### config.mk
export PLATFORM = sky130hd
export DESIGN_NAME = fetch_queue_stage
export DESIGN_NICKNAME = d
export VERILOG_FILES = /design/src/rtl/fetch_queue_stage_pkg.sv /design/src/rtl/fetch_queue_stage_fifo.sv /design/src/rtl/fetch_queue_stage.sv
export SDC_FILE = /design/constraint.sdc
export NUM_CORES = 1
export LEC_CHECK = 0
export ABC_AREA = 1
export ABC_CLOCK_PERIOD_IN_PS = 2850
export CAP_MARGIN = 20
export CORE_ASPECT_RATIO = 0.9
export CORE_MARGIN = 2
export CORE_UTILIZATION = 35
export DETAILED_ROUTE_END_ITERATION = 10
export PLACE_DENSITY = 0.54
export SETUP_SLACK_MARGIN = 0.15
export SLEW_MARGIN = 20
export SYNTH_ARGS = -nofsm -noshare
export SYNTH_HDL_FRONTEND = slang
export SYNTH_HIERARCHICAL = 1
export SYNTH_SLANG_ARGS = --single-unit
### constraint.sdc
create_clock -name clk -period 2.85 [get_ports clk]
set_clock_uncertainty 0.2 [all_clocks]
set_input_delay 0.57 -clock clk [delete_from_list [all_inputs] [get_ports clk]]
set_output_delay 0.57 -clock clk [all_outputs]
set_load 0.005 [all_outputs]
### src/rtl/fetch_queue_stage_pkg.sv
// Shared fetch-side types: machine word, decoded fetch packet and fetch FSM state.
package lc3b_types;

  localparam int LC3B_WORD_W = 16;

  typedef logic [LC3B_WORD_W-1:0] lc3b_word;

  typedef struct packed {
    lc3b_word instr;
    lc3b_word pc;
    lc3b_word pc_plus2;
    lc3b_word predicted_pc;
    logic     taken;
  } fetch_pkt_t;

  typedef enum logic [1:0] {
    FS_IDLE = 2'd0,
    FS_REQ  = 2'd1,
    FS_DROP = 2'd2
  } fetch_state_e;

endpackage

### src/rtl/fetch_queue_stage_fifo.sv
// DEPTH-entry fetch packet FIFO; storage is reset so the head reads zero after reset.
module fetch_fifo
  import lc3b_types::*;
#(
  parameter int DEPTH = 4
) (
  input  logic                   clk,
  input  logic                   rst_n,
  input  logic                   clear,
  input  logic                   push,
  input  fetch_pkt_t             push_pkt,
  input  logic                   pop,
  output fetch_pkt_t             head_pkt,
  output logic                   head_valid,
  output logic [$clog2(DEPTH):0] count
);

  localparam int AW = $clog2(DEPTH);
  localparam int CW = AW + 1;

  fetch_pkt_t    mem [DEPTH];
  logic [AW-1:0] wr_ptr;
  logic [AW-1:0] rd_ptr;
  logic          pop_ok;

  // Popping an empty queue is ignored rather than underflowing.
  assign pop_ok     = pop && (count != '0);
  assign head_valid = (count != '0);
  assign head_pkt   = mem[rd_ptr];

  always_ff @(posedge clk or negedge rst_n) begin
    if (!rst_n) begin
      wr_ptr <= '0;
      rd_ptr <= '0;
      count  <= '0;
      for (int i = 0; i < DEPTH; i++) mem[i] <= '0;
    end else if (clear) begin
      wr_ptr <= '0;
      rd_ptr <= '0;
      count  <= '0;
    end else begin
      if (push) begin
        mem[wr_ptr] <= push_pkt;
        wr_ptr      <= wr_ptr + AW'(1);
      end
      if (pop_ok) rd_ptr <= rd_ptr + AW'(1);
      count <= count + CW'(push) - CW'(pop_ok);
    end
  end

  no_overflow: assert property (@(posedge clk) disable iff (!rst_n)
    !(push && !clear && count == CW'(DEPTH)));

endmodule

### src/rtl/fetch_queue_stage.sv
// Fetch stage: one outstanding imem request at a time, decoded packets queued for decode.
module fetch_queue_stage
  import lc3b_types::*;
#(
  parameter int                WORD_W     = 16,
  parameter int                LINE_WORDS = 8,
  parameter int                DEPTH      = 4,
  parameter logic [WORD_W-1:0] RESET_PC   = 16'h0000
) (
  input  logic                       clk,
  input  logic                       rst_n,
  input  logic                       control_flush,
  input  logic [WORD_W-1:0]          new_pc,
  output logic [WORD_W-1:0]          fetch_pc,
  input  logic                       pred_taken,
  input  logic [WORD_W-1:0]          pred_target,
  output logic [WORD_W-1:0]          imem_address,
  output logic                       imem_action_stb,
  output logic                       imem_action_cyc,
  input  logic [WORD_W*LINE_WORDS-1:0] imem_rdata,
  input  logic                       imem_resp,
  output logic                       deq_valid,
  input  logic                       deq_ready,
  output logic [WORD_W-1:0]          deq_instr,
  output logic [WORD_W-1:0]          deq_pc,
  output logic [WORD_W-1:0]          deq_pc_plus2,
  output logic [WORD_W-1:0]          deq_predicted_pc,
  output logic                       deq_taken,
  output logic [$clog2(DEPTH):0]     count,
  output fetch_state_e               fetch_state
);

  localparam int SEL_W = $clog2(LINE_WORDS);
  localparam int CW    = $clog2(DEPTH) + 1;

  fetch_state_e      state;
  logic [WORD_W-1:0] pc;
  logic [WORD_W-1:0] req_addr;
  logic [SEL_W-1:0]  sel;
  fetch_pkt_t        new_pkt;
  fetch_pkt_t        head_pkt;
  logic              push;
  logic              pop;
  logic [CW-1:0]     post_count;

  // Word address within the line; bit 0 is the byte offset inside a word.
  assign sel = req_addr[SEL_W:1];

  always_comb begin
    new_pkt              = '0;
    new_pkt.instr        = imem_rdata[sel*WORD_W +: WORD_W];
    new_pkt.pc           = req_addr;
    new_pkt.pc_plus2     = req_addr + WORD_W'(2);
    new_pkt.taken        = pred_taken;
    new_pkt.predicted_pc = pred_taken ? pred_target : new_pkt.pc_plus2;
  end

  assign push       = (state == FS_REQ) && imem_resp && !control_flush;
  assign pop        = deq_valid && deq_ready;
  assign post_count = count + CW'(1) - CW'(pop);

  always_ff @(posedge clk or negedge rst_n) begin
    if (!rst_n) begin
      state    <= FS_IDLE;
      pc       <= RESET_PC;
      req_addr <= RESET_PC;
    end else begin
      case (state)
        FS_IDLE: begin
          if (control_flush) begin
            pc <= new_pc;
          end else if (count < CW'(DEPTH)) begin
            req_addr <= pc;
            state    <= FS_REQ;
          end
        end
        FS_REQ: begin
          if (control_flush) begin
            pc    <= new_pc;
            state <= imem_resp ? FS_IDLE : FS_DROP;
          end else if (imem_resp) begin
            pc <= new_pkt.predicted_pc;
            // Back-to-back issue keeps one instruction per cycle while there is room.
            if (post_count < CW'(DEPTH)) req_addr <= new_pkt.predicted_pc;
            else                         state    <= FS_IDLE;
          end
        end
        FS_DROP: begin
          if (control_flush) pc <= new_pc;
          if (imem_resp) state <= FS_IDLE;
        end
        default: state <= FS_IDLE;
      endcase
    end
  end

  fetch_fifo #(.DEPTH(DEPTH)) u_fifo (
    .clk        (clk),
    .rst_n      (rst_n),
    .clear      (control_flush),
    .push       (push),
    .push_pkt   (new_pkt),
    .pop        (pop),
    .head_pkt   (head_pkt),
    .head_valid (deq_valid),
    .count      (count)
  );

  assign imem_action_stb  = (state != FS_IDLE);
  assign imem_action_cyc  = (state != FS_IDLE);
  assign imem_address     = req_addr;
  assign fetch_pc         = req_addr;
  assign fetch_state      = state;
  assign deq_instr        = head_pkt.instr;
  assign deq_pc           = head_pkt.pc;
  assign deq_pc_plus2     = head_pkt.pc_plus2;
  assign deq_predicted_pc = head_pkt.predicted_pc;
  assign deq_taken        = head_pkt.taken;

endmodule

==> results of run 1 <==
==> power groups by stage <==
| stage | registers (mW) | logic, mW | clock network [mW] |
|---|---|---|---|
| 2_1_floorplan | 5.55 | 3.52 | 0 |
| 3_3_place_gp | 5.83 | 6.24 | 0 |
| 3_5_place_dp | 5.85 | 6.27 | 0 |
| 4_1_cts | 5.85 | 6.19 | 4.87 |
| 5_1_grt | 6.00 | 7.11 | 5.03 |
| 6_report | 5.90 | 6.35 | 4.76 |
==> sequential cells by signal, summed over array words and instances (netlist names) <==
signal	flops
pc	16
fetch_pc	16
u_fifo/count	3
u_fifo/rd_ptr	2
u_fifo/wr_ptr	2
u_fifo/mem	260
fetch_state	2
==> cell usage after synthesis <==
library cell  instances  area (um^2)
nor2_1              290         1090
and2_1                1         6.26
xnor2_1               1         8.76
a21oi_1               8         40.0
o21ai_1              15         75.1
nor2_4                4         45.0
ha_1                  7         87.6
o21a_1                1         7.51
xor2_1                3         26.3
o21bai_1              1         7.51
buf_2                65          325
o22ai_1              66          413
nand2_2               2         12.5
a21oi_2               1         8.76
dfrtp_1             301         7530
o32ai_1              32          280
clkbuf_1             61          229
nor2_2                2         12.5
nand4_1               4         25.0
o21ai_2               1         8.76
buf_6                 3         33.8
xnor2_2               2         32.5
o21ai_0             422         2110
buf_4                38          285
nand3_1              36          180
nor3_1                1         5.00
a22oi_1               1         7.51
a31oi_1               1         6.26
fa_1                  1         20.0
nand3_4               2         35.0
clkinv_1              1         3.75
buf_1                 1         3.75
inv_2                 7         26.3
nand2_1             478         1790
xor2_2                2         32.5
inv_1               105          394
==> per-layer routing <==
layer	part of all wire (%)	track usage [%]	up-vias
li1	-	-	6950
met1	48	35.8	7044
met2	44	35.4	486
met3	6.1	3.81	80
met4	2.4	6.71	0
met5	0	0	-
==> worst max path at each step <==
stage                           to              from  slack [ns]  cells after the start
3_5_place_dp       u_fifo/count[2]         imem_resp        0.16                     11
5_1_grt                  deq_pc[4]  u_fifo/rd_ptr[1]        0.04                      4
2_1_floorplan      u_fifo/count[2]   u_fifo/count[1]        0.58                     13
4_1_cts        deq_predicted_pc[1]  u_fifo/rd_ptr[1]        0.07                      5
3_3_place_gp       u_fifo/count[2]         imem_resp        0.09                     11
6_report                 deq_pc[4]  u_fifo/rd_ptr[1]        0.10                      4
==> logic make-up after synthesis <==
family,Yosys count,share of synthesized area [%]
AO/OA/AOI/OAI,549,19.5
buffers and inverters,281,8.55
adder cells (fa/ha/maj),8,0.707
flip-flops,301,49.5
XOR/XNOR,8,0.658
AND/OR/NAND/NOR,820,21.1
==> cell usage in the layout, fill, tap and decap left out, types with 4 or more instances in the layout <==
master	netlist	final
nand3_1	36	36
nand2_4	0	4
buf_2	65	59
nand4_1	4	4
clkdlybuf4s50_1	0	204
buf_8	0	8
nor2_1	290	245
clkbuf_16	0	45
o22ai_2	0	43
inv_1	105	104
a21oi_1	8	8
buf_6	3	8
nand2_1	478	474
buf_16	0	24
o32ai_1	32	32
o21ai_4	0	15
o21ai_2	1	52
clkbuf_1	61	7
o21ai_0	422	315
dfrtp_1	301	297
o21ai_1	15	56
clkbuf_8	0	5
buf_12	0	31
o22ai_1	66	23
inv_2	7	7
ha_1	7	7
nor2_2	2	24
clkinv_2	0	8
buf_4	38	28
nor2_4	4	27
==> stage by stage <==
stage,instance area (um^2),instances,util [%],hold WS [ns],setup WS [ns]
after floorplan,15200,1967,-,0.0744,0.583
after global placement,18500,2671,42.9,0.261,0.0926
after detailed placement,18500,2671,42.9,0.266,0.155
after CTS,20900,2789,48.7,0.282,0.0738
after global routing,21500,2797,50.0,0.301,0.0389
final,21500,2797,50.0,0.280,0.101
==> critical path, stage by stage (launching register included) <==
cell and delay (ns):
dfrtp_2 0.44, buf_16 0.30, o21ai_0 0.20, o22ai_2 0.27, buf_2 0.16
==> layout make-up <==
cell class	instances	area (um^2)
Multi-Input combinational cell	1385	7270
Fill cell	4110	21500
Tap cell	555	694
Inverter	113	450
Sequential cell	301	7540
Clock inverter	15	163
Timing Repair inverter	1	16.3
Timing Repair Buffer	376	4300
Clock buffer	51	1070
==> timing repair <==
item / in CTS / in global routing
cloned: 22 / 6
hold endpoints to repair: 73 / 0
gates resized for setup: 495 / 114
pin swaps: 75 / 44
endpoints found under the setup margin: 67 / 65
buffers inserted: 29 / 2
hold buffers: 1 / 0
==> results by group, run 1 <==
Run status
  • Status: completed

Worst setup path
  • CP arrival: 1.98 ns
  • Worst path required time: 2.08 ns
  • Worst Path Max Fanout: 43
  • Worst r2r src: fetch_state[0]
  • Startpoint Class: flop
  • CP Capture Type: output port
  • R2r setup slk: 0.44 ns
  • Reg2reg path depth: 12
  • Crit Path Class: reg -> out
  • Worst r2r dst: u_fifo/count[2]

Pwr
  • Clk pwr share: 28.0%
  • Peak supply drop: 0.390 mV
  • Pleak: 10.1 nW
  • Cell Pwr Density: 791 nW/um^2
  • Flop pwr share: 34.7%
  • Combinational Power Share: 37.3%
  • Internal power: 10.6 mW
  • Total design power: 17.0 mW
  • Sw frac: 37.4%
  • Switch Pwr: 6.37 mW

Floorplan
  • Die height: 202 um
  • DIE AREA: 45100 um^2
  • Initial Utilization: 35.4%
  • IO Count: 271
  • # rows: 72
  • Die X: 224 um
  • Core area: 43000 um^2

Final layout
  • Area Growth Syn to Fin: 41.3%
  • Antenna diode count: 0
  • Ratio of cells with drive above 1 in the final layout: 18.5%
  • Nets: 2389

STA
  • Final Cycle Share: 96.4%
  • Final Hold Fails: 0
  • Setup TNS: 0 ns
  • Fin crit period: 2.75 ns
  • Max-slew headroom: 55.4%
  • Max Clk Rate: 364 MHz
  • Slew Limit Fails: 0
  • Setup violators final: 0
  • RSZ-0062 raised after global routing: true
  • Worst slew pin tran: 0.669 ns

Placed design
  • Dpl hpwl: 32500 um
  • Port bufs: 270
  • GPL Wtd Cong: 0.855

Yosys
  • Syn Nets: 2141
  • Cells after Synth: 1967
  • Yosys cell types: 36
  • FF+latch count, synth: 301
  • Mapped Avg Cell Area: 7.73 um^2
  • Mapped Area: 15200 um^2
  • Warnings, synthesis: 6
  • Seq/Total Area, Yosys: 49.5%

Clock network
  • CTS root buf: clkbuf_16
  • Max Root-Sink Buffers: 3
  • Worst skew pair latency: 0.53 ns
  • H-Tree Depth: 2
  • Clock sink count: 301
  • Clk slew on worst S/H paths: 0.06 ns
  • TritonCTS clock tree: built
  • TritonCTS Buffers: 37

GRT
  • Initial antenna violation count: 0
  • Grt ovf: 0
  • Number of global-route vias before repair: 14.0k
  • Largest net degree at the start of global routing: 93
  • First-pass GRT wire length: 83800 um
  • Total track usage: 23.8%

Route
  • Final Routed Wirelength: 54800 um
  • DRC: 0
  • Detailed Route Iter0 Violations: 1198
  • Post-DR wirelength/cell: 19.6 um
  • Post-route ant nets: 0
  • Pre-Repair DR Iteration Count: 5
  • Via density: 5.21
  • Vias: 14.6k

Hold path
  • Hold depth: 2
  • WHS Endpoint: u_fifo/mem[167]
  • Hold Path Origin: u_fifo/mem[167]
  • Worst min path class: reg -> reg

Flow run
  • Max_cap viols: 0
No activity file was read; power rests on OpenSTA's default activity.
==> run 2: changes to the inputs <==
--- a/config.mk
+++ b/config.mk
@@ -14,6 +14,7 @@
 export DETAILED_ROUTE_END_ITERATION = 10
 export PLACE_DENSITY = 0.54
 export SETUP_SLACK_MARGIN = 0.15
+export SKIP_LAST_GASP = 1
 export SLEW_MARGIN = 20
 export SYNTH_ARGS = -nofsm -noshare
 export SYNTH_HDL_FRONTEND = slang
==> results of run 2 <==
The final DEF is identical to that of run 1; final timing and power are the same.
==> run 3: changes to the inputs <==
--- a/config.mk
+++ b/config.mk
@@ -9,10 +9,8 @@
 export ABC_CLOCK_PERIOD_IN_PS = 2850
 export CAP_MARGIN = 20
 export CORE_ASPECT_RATIO = 0.9
-export CORE_MARGIN = 2
 export CORE_UTILIZATION = 35
 export DETAILED_ROUTE_END_ITERATION = 10
-export PLACE_DENSITY = 0.54
 export SETUP_SLACK_MARGIN = 0.15
 export SKIP_LAST_GASP = 1
 export SLEW_MARGIN = 20
==> results by group, run 3 (synthesis results as in run 1) <==
Pwr
  • Peak supply drop: 0.443 mV
  • Pleak: 9.96 nW
  • Cell Pwr Density: 808 nW/um^2

Clock network
  • CTS root buf: clkbuf_16
  • Clock sink count: 301
  • TritonCTS Buffers: 36
  • Max Root-Sink Buffers: 3
  • H-Tree Depth: 2
  • Clk slew on worst S/H paths: 0.06 ns
  • Worst skew pair latency: 0.53 ns
  • TritonCTS clock tree: built

Placed design
  • Pre-CTS setup slack: 0.152 ns
  • Dpl hpwl: 32500 um
  • GPL Wtd Cong: 0.866
  • Placed insts: 2671
  • Port bufs: 270

Worst setup path
  • R2r setup slk: 0.41 ns
  • CP endpoint: deq_predicted_pc[2]
  • Crit Path Class: reg -> out
  • Worst r2r src: u_fifo/count[1]
  • Startpoint Class: flop
  • CP Capture Type: output port
  • Worst Path Max Fanout: 16
  • CP arrival: 2.22 ns
  • Launch point of the worst path: u_fifo/rd_ptr[1]
  • Worst path required time: 2.08 ns
  • Worst r2r dst: u_fifo/count[2]
  • Reg2reg path depth: 14

Flow run
  • Max_cap viols: 0

Route
  • Post-route ant nets: 0
  • DRC: 0
  • Vias: 14.6k
  • Post-DR wirelength/cell: 19.1 um
  • Final Routed Wirelength: 53200 um
  • Pre-Repair DR Iteration Count: 5
  • Detailed Route Iter0 Violations: 1408
  • Via density: 5.23

STA
  • Fin crit period: 2.99 ns
  • Worst setup margin: -0.143 ns
  • Worst slew pin tran: 0.567 ns
  • Setup violators final: 8
  • Hold WS: 0.277 ns
  • RSZ-0062 raised after global routing: true
  • Final Hold Fails: 0
  • Final Cycle Share: 105%
  • Slew Limit Fails: 0
  • Max-slew headroom: 62.2%
  • Max Clk Rate: 334 MHz

Final layout
  • Nets: 2385
  • Ratio of cells with drive above 1 in the final layout: 13.6%
  • Commonest cells after routing, fill and taps aside: 474 x nand2_1, 372 x o21ai_0, 297 x dfrtp_1
  • Util after Layout: 48.2%
  • Register with the most flip-flops: u_fifo/mem
  • Max reg flops: 260
  • Commonest non-fill, non-tap cell in the layout: nand2_1
  • Antenna diode count: 0
  • Area Growth Syn to Fin: 35.8%
  • Layout Cells excl Fill: 2793

GRT
  • First-pass GRT wire length: 79800 um
  • Number of global-route vias before repair: 13.8k
  • Global routing's busiest layer: met2
  • Grt ovf: 0
  • Total track usage: 23.0%
  • Initial antenna violation count: 0
  • Met1 GRT Util: 32.9%
  • Routing usage on met2: 36.3%
  • Met3 Use GR: 3.70%
  • Largest net degree at the start of global routing: 131

Floorplan
  • DIE AREA: 44300 um^2
  • Die X: 222 um
  • Initial Utilization: 35.5%
  • Core area: 42900 um^2
  • # rows: 72
  • IO Count: 271
  • Die height: 200 um

Run status
  • Failing checks: setup timing
  • Status: finished, violations left

Hold path
  • Worst min path class: reg -> reg
-- run 3: cell types whose count changed in the layout (fill, tap and decap cells not counted), moves of 13 or more --
cell / before / now
dlymetal6s2s_1: 0 / 18
nor2_4: 27 / 13
o21ai_2: 52 / 20
buf_16: 24 / 11
o21ai_0: 315 / 372
o21ai_4: 15 / 2
nor2_1: 245 / 271
buf_2: 59 / 28
o22ai_2: 43 / 30
buf_4: 28 / 47
-- run 3: what timing repair did --
action / CTS / global route
hold buffers: 1 / 0
hold endpoints to repair: 57 / 0
setup endpoints to repair: 65 / 64
gates cloned: 10 / 8
buffers inserted: 11 / 27
pin swaps: 8 / 42
gates resized for setup: 103 / 234
-- run 3: how the worst min path moves through the flow --
stage	from	endpoint	slack [ns]	depth (start not counted)
global route	u_fifo/mem[253]	u_fifo/mem[253]	0.30	2
global placement	u_fifo/mem[169]	u_fifo/mem[169]	0.26	2
finish	u_fifo/mem[171]	u_fifo/mem[171]	0.28	2
detailed placement	pc[9]	pc[9]	0.27	2
CTS	u_fifo/mem[105]	u_fifo/mem[105]	0.28	2
floorplan	rst_n	fetch_pc[0]	0.07	0
-- run 3: worst max-delay path, cell delays in order, from the launching register on --
cell	delay, ns
dfrtp_2	0.43
buf_4	0.29
o21ai_0	0.17
o22ai_2	0.27
clkdlybuf4s50_1	0.54
-- run 3: cell type report --
cell class / instances / area (um^2)
repair buffers: 373 / 4000
clock inverters: 12 / 143
flip-flops and latches: 301 / 7540
repair inverters: 1 / 6.26
multi-input cells: 1385 / 6800
clock buffers: 53 / 1040
inverters: 113 / 439
well taps: 555 / 694
fillers: 4187 / 22200
-- run 3: where the power goes --
part	internal (mW)	total [mW]	switching, mW
Clock	2.75	4.60	1.86
Sequential	5.05	5.84	0.791
Combinational	2.61	6.25	3.64
-- run 3: metrics by stage --
| step | cell area (um^2) | power [mW] | TNS, ns |
|---|---|---|---|
| global route | 20700 | 17.8 | -1.47 |
| detailed placement | 18400 | 12.2 | 0 |
| CTS | 20000 | 16.8 | -5.33 |
| floorplan | 15200 | 9.07 | 0 |
| global placement | 18400 | 12.1 | 0 |
| finish | 20700 | 16.7 | -0.418 |
-- run 3: per-layer routing --
| layer | vias to the layer above | routed length [um] |
|---|---|---|
| li1 | 6922 | - |
| met1 | 7061 | 25000 |
| met2 | 543 | 23700 |
| met3 | 78 | 3320 |
| met4 | 0 | 1170 |
| met5 | - | 0 |
